`src/rtl/seq_pkg.sv`:
```
// ----------------------------------------------------------------------------
// seq_pkg
// Shared definitions for the 1011 serial pattern detector:
//   - state_t      : 2-bit FSM state (S0 idle, S1 "1", S10 "10", S101 "101")
//   - PATTERN      : the detected bit sequence, MSB received first
//   - CNT_W_DEF    : default width of the match counter
//   - IDLE_W       : width of the idle-gap counter
//   - next_state() : FSM transition function
//   - is_match()   : completion test for the pattern
// ----------------------------------------------------------------------------
package seq_pkg;

  typedef enum logic [1:0] {
    S0   = 2'd0,
    S1   = 2'd1,
    S10  = 2'd2,
    S101 = 2'd3
  } state_t;

  localparam logic [3:0] PATTERN   = 4'b1011;
  localparam int         CNT_W_DEF = 8;
  localparam int         IDLE_W    = 16;

  // Each state waits for PATTERN bit (3 - state). On a miss the FSM falls back
  // to the longest proper suffix of the received bits that is still a prefix.
  function automatic state_t next_state(input state_t s, input logic b, input logic overlap);
    state_t n;
    case (s)
      S0:      n = (b == PATTERN[3]) ? S1   : S0;
      S1:      n = (b == PATTERN[2]) ? S10  : S1;    // "11" keeps the trailing "1"
      S10:     n = (b == PATTERN[1]) ? S101 : S0;    // "100" shares nothing
      S101:    n = (b == PATTERN[0]) ? (overlap ? S1 : S0)
                                     : S10;          // "1010" keeps "10"
      default: n = S0;
    endcase
    return n;
  endfunction

  function automatic logic is_match(input state_t s, input logic b);
    return (s == S101) && (b == PATTERN[0]);
  endfunction

endpackage

```
`src/rtl/seq_detect_1011_sat_counter.sv`:
```
// ----------------------------------------------------------------------------
// sat_counter
// Generic saturating up-counter with synchronous clear.
//   clk    : rising-edge clock
//   rst    : asynchronous active-high reset (count -> 0)
//   inc_i  : add one on this edge unless already at all-ones
//   clr_i  : force the count to zero on this edge; has priority over inc_i
//   cnt_o  : registered count
// ----------------------------------------------------------------------------
module sat_counter #(
  parameter int W = 8
) (
  input  logic         clk,
  input  logic         rst,
  input  logic         inc_i,
  input  logic         clr_i,
  output logic [W-1:0] cnt_o
);

  localparam logic [W-1:0] MAX_VAL = {W{1'b1}};

  logic [W-1:0] cnt_q;
  logic [W-1:0] cnt_d;

  // Next count: clear first, then saturating increment.
  always_comb begin
    cnt_d = cnt_q;
    if (clr_i) begin
      cnt_d = '0;
    end else if (inc_i && (cnt_q != MAX_VAL)) begin
      cnt_d = cnt_q + W'(1'b1);
    end else begin
      cnt_d = cnt_q;
    end
  end

  // Count register.
  always_ff @(posedge clk or posedge rst) begin
    if (rst) begin
      cnt_q <= '0;
    end else begin
      cnt_q <= cnt_d;
    end
  end

  assign cnt_o = cnt_q;

endmodule

```
`src/rtl/seq_detect_1011.sv`:
```
// ----------------------------------------------------------------------------
// seq_detect_1011
// Serial detector for the bit sequence 1011 (MSB first) on a strobed 1-bit
// stream, with a saturating match count and an idle-gap abort.
//   clk        : rising-edge clock
//   rst        : asynchronous active-high reset
//   din        : serial data bit, consumed when din_valid=1
//   din_valid  : sample strobe
//   clr_cnt    : synchronous clear of match_cnt (wins over a same-edge match)
//   match      : one-cycle pulse the cycle after the completing sample
//   match_cnt  : saturating count of matches
//   timeout    : one-cycle pulse when a held partial match is abandoned
//   state_o    : current FSM state, for debug
// Parameters:
//   OVERLAP : 1 = reuse the trailing "1" after a match, 0 = restart at idle
//   CNT_W   : width of match_cnt
//   TIMEOUT : idle edges tolerated in a partial match (0 disables the abort)
// ----------------------------------------------------------------------------
module seq_detect_1011
  import seq_pkg::*;
#(
  parameter int OVERLAP = 1,
  parameter int CNT_W   = CNT_W_DEF,
  parameter int TIMEOUT = 16
) (
  input  logic             clk,
  input  logic             rst,
  input  logic             din,
  input  logic             din_valid,
  input  logic             clr_cnt,
  output logic             match,
  output logic [CNT_W-1:0] match_cnt,
  output logic             timeout,
  output logic [1:0]       state_o
);

  localparam logic              OVL_EN  = (OVERLAP != 0);
  localparam logic              TO_EN   = (TIMEOUT != 0);
  localparam logic [IDLE_W-1:0] TO_LIM  = IDLE_W'(TIMEOUT);
  localparam logic [IDLE_W-1:0] IDLE_MX = {IDLE_W{1'b1}};

  state_t            state_q,   state_d;
  logic [IDLE_W-1:0] idle_q,    idle_d;
  logic              match_q,   match_d;
  logic              timeout_q, timeout_d;

  // FSM next state, idle-gap tracking and the two output pulses.
  always_comb begin
    state_d   = state_q;
    idle_d    = '0;
    match_d   = 1'b0;
    timeout_d = 1'b0;
    if (din_valid) begin
      // A valid sample always wins over an expiring idle gap.
      state_d = next_state(state_q, din, OVL_EN);
      match_d = is_match(state_q, din);
    end else if (state_q != S0) begin
      if (TO_EN && ((idle_q + IDLE_W'(1'b1)) == TO_LIM)) begin
        state_d   = S0;
        timeout_d = 1'b1;
      end else if (idle_q != IDLE_MX) begin
        idle_d = idle_q + IDLE_W'(1'b1);
      end else begin
        // Only reachable with the abort disabled: hold instead of wrapping.
        idle_d = idle_q;
      end
    end else begin
      idle_d = '0;
    end
  end

  // State, idle counter and pulse registers.
  always_ff @(posedge clk or posedge rst) begin
    if (rst) begin
      state_q   <= S0;
      idle_q    <= '0;
      match_q   <= 1'b0;
      timeout_q <= 1'b0;
    end else begin
      state_q   <= state_d;
      idle_q    <= idle_d;
      match_q   <= match_d;
      timeout_q <= timeout_d;
    end
  end

  // The count advances on the same edge that registers the match pulse.
  sat_counter #(
    .W (CNT_W)
  ) u_match_cnt (
    .clk   (clk),
    .rst   (rst),
    .inc_i (match_d),
    .clr_i (clr_cnt),
    .cnt_o (match_cnt)
  );

  assign match   = match_q;
  assign timeout = timeout_q;
  assign state_o = state_q;

endmodule

```
`config.mk`:
```
export PLATFORM = sky130hd
export DESIGN_NAME = seq_detect_1011
export DESIGN_NICKNAME = d
export VERILOG_FILES = /design/src/rtl/seq_pkg.sv /design/src/rtl/seq_detect_1011_sat_counter.sv /design/src/rtl/seq_detect_1011.sv
export SDC_FILE = /design/constraint.sdc
export NUM_CORES = 1
export LEC_CHECK = 0
export ABC_AREA = 1
export CAP_MARGIN = 20
export CORE_UTILIZATION = 31
export CTS_BUF_LIST = sky130_fd_sc_hd__clkbuf_8
export DETAILED_ROUTE_END_ITERATION = 10
export PLACE_DENSITY = 0.52
export SLEW_MARGIN = 20
export SYNTH_ARGS = -nofsm -noshare
export SYNTH_HDL_FRONTEND = slang
export SYNTH_SLANG_ARGS = --single-unit
```
`constraint.sdc`:
```
create_clock -name clk -period 3.3 [get_ports clk]
set_clock_uncertainty 0.15 [all_clocks]
set_input_delay 0.495 -clock clk [delete_from_list [all_inputs] [get_ports clk]]
set_output_delay 0.495 -clock clk [all_outputs]
set_load 0.02 [all_outputs]
```
* Word level (Yosys, flattened, before mapping)
Index checks and enable logic that the tools add are counted.
Storage, ports and cells: output and inout bits 12, register bits 28, logic and storage cells 40, bits of input ports 5
Operators by class: eq/ne operators 7, mux-type cells 17, add/sub/neg operators 2, reductions and logical operators 9
Operators with widths (number):
- 2-to-1 mux 16 bit | 4
- adder 16 x 1 -> 16 bit, second input constant | 1
- == test 16 x 5 -> 1 bit, second input constant | 1
- 2-to-1 mux 8 bit | 2
- inequality test 16 bit, second input constant | 1
- 2-to-1 mux 2 bit | 5
- adder 8 x 1 -> 8 bit, second input constant | 1
- inequality test 8 bit, second input constant | 1
- nonzero test 2 bit | 4
- one-hot mux 2 bit (3 select lines) | 1
- 2-to-1 mux 1 bit | 5
- == test 2 bit, second input constant | 2
- inequality test 4 x 2 -> 1 bit, second input constant | 1
- == test 2 x 1 -> 1 bit, second input constant | 1
- logical AND 1 bit | 2
- logical NOT 2 bit | 1
- AND reduction 2 bit | 1
- OR reduction 2 bit | 1

* Logic depth before layout (Yosys ltp)
depth in word-level cells 6, mapped depth 12, gate-level depth less buffers 12

* Modules after synthesis
A second synthesis with hierarchy kept.
Unflattened totals: cell total of the unflattened synthesis 234, area, all modules 1761.7 um^2
By module, submodules not included:
- seq_detect_1011 | times used 1, cells an instance 165, area an instance 1255.0 um^2, sequential area each 500.5 um^2
- sat_counter | times used 1, cells an instance 69, area an instance 506.7 um^2, sequential area each 200.2 um^2

* Worst setup path before layout
Ideal clock, no wire load.
path type register -> register, from register u_match_cnt.cnt_q[1] (netlist: u_match_cnt.cnt_o[1]), to register u_match_cnt.cnt_q[5] (netlist: u_match_cnt.cnt_o[5]), library setup time 0.127 ns, slack 1.558 ns, required time 3.023 ns, buffers on the path 1, cell stages (with the launch flop) 10, arrival 1.465 ns, clock period less this slack 1.742 ns, path through dfrtp_1 -> ha_1 -> inv_1 -> nor4_1 -> nand2_1 -> nand2_1 -> buf_4 -> nand2_1 -> nand2_1 -> o21ai_0
On the way: longest elaborated chain between the ends 3, elaborated cells between the ends (all ways) 6, those cells by class 1 x add/sub; 1 x eq/ne; 2 x mux; 2 x reduce/logical
Ends and longest elaborated chain:
- from (decl) | RTL line seq_detect_1011_sat_counter.sv:22 | logic [W-1:0] cnt_q;
- from (signal assigned) | RTL line seq_detect_1011_sat_counter.sv:42 | cnt_q <= cnt_d;
- adder 8 x 1 -> 8 bit / inequality test 8 bit (equally long branches) | RTL line seq_detect_1011_sat_counter.sv:31, seq_detect_1011_sat_counter.sv:30
- 2-to-1 mux 8 bit / logical AND 1 bit (equally long branches) | RTL line seq_detect_1011_sat_counter.sv:30 | end else if (inc_i && (cnt_q != MAX_VAL)) begin
- 2-to-1 mux 8 bit / nonzero test 2 bit (equally long branches)
Parallel ways exist; a longest one is shown, timed or not. The select of a mux whose other input is x is not followed. A chain may end at the register's enable or synchronous reset.

* Worst setup path after layout
from input din_valid, to register u_match_cnt.cnt_q[6] (netlist: u_match_cnt.cnt_o[6])
On the way: longest elaborated chain between the ends 3
Ends and longest elaborated chain:
- from (decl) | RTL line seq_detect_1011.sv:29 | input logic din_valid,
- 2-to-1 mux 1 bit | RTL line seq_detect_1011.sv:53 | if (din_valid) begin
- via match_d | RTL line seq_detect_1011.sv:44 | logic match_q, match_d;
- logical AND 1 bit | RTL line seq_detect_1011_sat_counter.sv:30
- nonzero test 2 bit (no line)
The timed path passes the listed nets, and every way through them passes these cells.

==> impl_metrics.tcl <==
set metrics [dict create \
    die_area_um2 5976 \
    dr.first_iter.drc_count 110 \
    critPathSlowestCell "clkdlybuf4s50_1" \
    areaGrowthSynthToFinish_pct 17.65 \
    cp_data_arrival_time_ps 2270 \
    endpoint "u_match_cnt.cnt_o[6]$_DFFE_PP0P_" \
    grt_pass1_vias 1497 \
    multi_input_area_um2 914.6 \
    nets 263 \
    coreArea_um2 5473 \
    rr_worst_depth 7 \
    ctsHoldBuffers 0 \
    critical_path.startpoint "din_valid" \
    synth_compound_gate_area_share 0.1032 \
    path_clk_slew_ps 100 \
    wl_mm 4.081 \
    synthMuxAreaShare 0 \
    ff2ff_setup_slack_ps 1190 \
    grt_overflow 0 \
    grt_max_degree 29 \
    dp_hpwl_mm 3.148 \
    r2r-end "idle_q[8]$_DFFE_PP0P_" \
    synth_xor_area_frac 0.01993 \
    ys_ff_latch 28 \
    syn-mean-instance-area_um2 7.449 \
    antenna_found_initial 0 \
    wl_per_cell_um 12.52 \
    cts-root-buf "clkbuf_8" \
    rows 27 \
    drive_above_1_share 0.09843 \
    syn_area_um2 1758 \
    start_util 0.3212 \
    cts_resized 0 \
    final_util 0.3779 \
    maxCapViolCount 0 \
    cp.depth 9 \
    layout_min_cycle_time_ps 2219 \
    port_buffers 16 \
    vias_per_cell 4.748 \
    drtAntennaViolNets 0 \
    num_vias 1548 \
    syn_nets 244 \
    die_x_um 77.31 \
    ir_drop_mv 0.2694 \
    cp_max_fo 15 \
    htree_levels 1 \
    final_common_cell "nand2_1" \
    hold_class "input pin to asynchronous set/reset pin" \
    path_cells "clkdlybuf4s50_1, nand2_1, nor2_1, nand2_1, inv_1, nand2_1, nand2_1, nand2_1, nor2_1" \
    setup_viol 0 \
    reg2reg_from "idle_q[1]$_DFFE_PP0P_" \
    path_buf_inv 2 \
    die_y_um 77.31 \
    p_leak_nw 0.8732 \
    yosysSeqAreaShare 0.3986 \
    finalMaxSlewViolations 0 \
    maxSlewHeadroom 0.6137 \
    crit_family "buffers and inverters" \
    ioPinCount 17 \
    synth_fa_ha_area_frac 0.02135 \
    gp_congestion 0.8089 \
    fin_crit_sh 0.6723 \
    post-cts-setup-buffer-count 0 \
    layout_common_cells "66 x nand2_1, 29 x inv_1, 28 x dfrtp_1, 22 x nor2_1, 17 x nand3_1" \
    setup_slack_ps 1081 \
    final.setup.tns_ps 0 \
    drc_errors 0 \
    postSynthCellCount 236 \
    crit_type "input pin to flop" \
    cp_common_cell "nand2_1" \
    clock-sinks 28 \
    n_fill_cell 598 \
    max_freq_mhz 450.7 \
    synth.distinct_cells 29 \
    powerDensity_nw_per_um2 335.7 \
    grtUsageTotal 0.1505 \
    diodes 0 \
    finalHoldViolations 0 \
    slowest_delay_ps 840 \
    crit_path_start_kind "input pin" \
    clock_latency_ps 270 \
    synth_top_family_by_area "simple AND/OR/NAND/NOR gates" \
    grt_pass1_wl_mm 7.169 \
    regArea_um2 700.7 \
    power_uw 694.3 \
    cts_buffer_depth 2 \
    dr.pass1.iters 4 \
    synth-simple-area-share 0.3758 \
    dpl_worst_slack_ps 790.5 \
    cts_inserted_buffers 3 \
    worst_pin_slew_ps 577.6 \
    cts_tree "yes" \
    ys_warn_count 0 \
    cp.required_ps 3360 \
    rsz0062_at_grt "false" \
    endpoint_kind "flop" \
    status "finished clean" \
]
==> final cells by class <==
class / count / share of cell area
inverter: 31 / 0.05626
timing repair buffer: 18 / 0.08469
sequential: 28 / 0.3388
clock inverter: 1 / 0.01452
tap: 72 / 0.04356
clock buffer: 3 / 0.01996
multi-input combinational: 173 / 0.4422
==> Yosys cell counts, drive strengths merged <==
cell type	n	area, um^2
nand3	20	115.1
nand2	71	279.0
xor2	3	26.28
inv	30	112.6
clkbuf	2	7.510
o21bai	1	7.510
a21oi	4	20.02
nand4	8	50.05
o31ai	14	105.1
dfrtp	28	700.7
xnor2	1	8.760
buf	2	18.77
o21ai	8	40.03
nor3	8	55.05
nand3b	1	7.510
nor4	2	18.77
clkinv	1	3.750
ha	3	37.54
nor2	28	135.1
a211o	1	8.760
==> kinds of logic after synthesis <==
| kind of cell | count (synthesis) |
|---|---|
| adder cells (fa/ha/maj) | 3 |
| buffers and inverters | 35 |
| XOR/XNOR | 4 |
| AO/OA/AOI/OAI | 28 |
| AND/OR/NAND/NOR | 138 |
| flip-flops | 28 |
==> sequential cells by signal (all words and copies together), names as in the netlist <==
register,flops
idle_q,16
match,1
state_o,2
timeout,1
u_match_cnt.cnt_o,8
==> worst min path at each step <==
stage / start / endpoint / slack [ps] / cells after the start
6_report: rst / idle_q[10]$_DFFE_PP0P_ / 430 / 3
4_1_cts: state_o[1]$_DFFE_PP0P_ / match$_DFF_PP0_ / 440 / 2
3_5_place_dp: state_o[1]$_DFFE_PP0P_ / match$_DFF_PP0_ / 430 / 2
2_1_floorplan: idle_q[15]$_DFFE_PP0P_ / idle_q[15]$_DFFE_PP0P_ / 390 / 3
3_3_place_gp: state_o[1]$_DFFE_PP0P_ / match$_DFF_PP0_ / 420 / 2
5_1_grt: rst / idle_q[10]$_DFFE_PP0P_ / 460 / 3
==> worst min-delay path: cells and delay by family <==
| family | cells | cell delay, ps |
|---|---|---|
| buffers and inverters | 3 | 770 |
==> power breakdown <==
group          switching (mW)  total (mW)  internal, mW
combinational          0.0437      0.0660        0.0223
clock                   0.109       0.271         0.162
sequential            0.00845       0.357         0.349
total                   0.161       0.694         0.534
==> per-layer routing <==
layer,up-vias,part of all wire,global-route usage
li1,808,-,-
met1,719,0.50,0.1984
met3,2,0.026,0.02857
met4,0,0.0056,0.02453
met2,19,0.47,0.2575
met5,-,0,0
==> metrics by stage <==
| stage | cells | hold slack (ps) | cell area, um^2 |
|---|---|---|---|
| finish | 326 | 431.4 | 2068 |
| global route | 326 | 457.4 | 2068 |
| CTS | 326 | 436.0 | 2068 |
| detailed placement | 322 | 425.1 | 1997 |
| global placement | 322 | 422.2 | 1997 |
| floorplan | 236 | 385.7 | 1758 |
(Power assumes the default switching activity.)
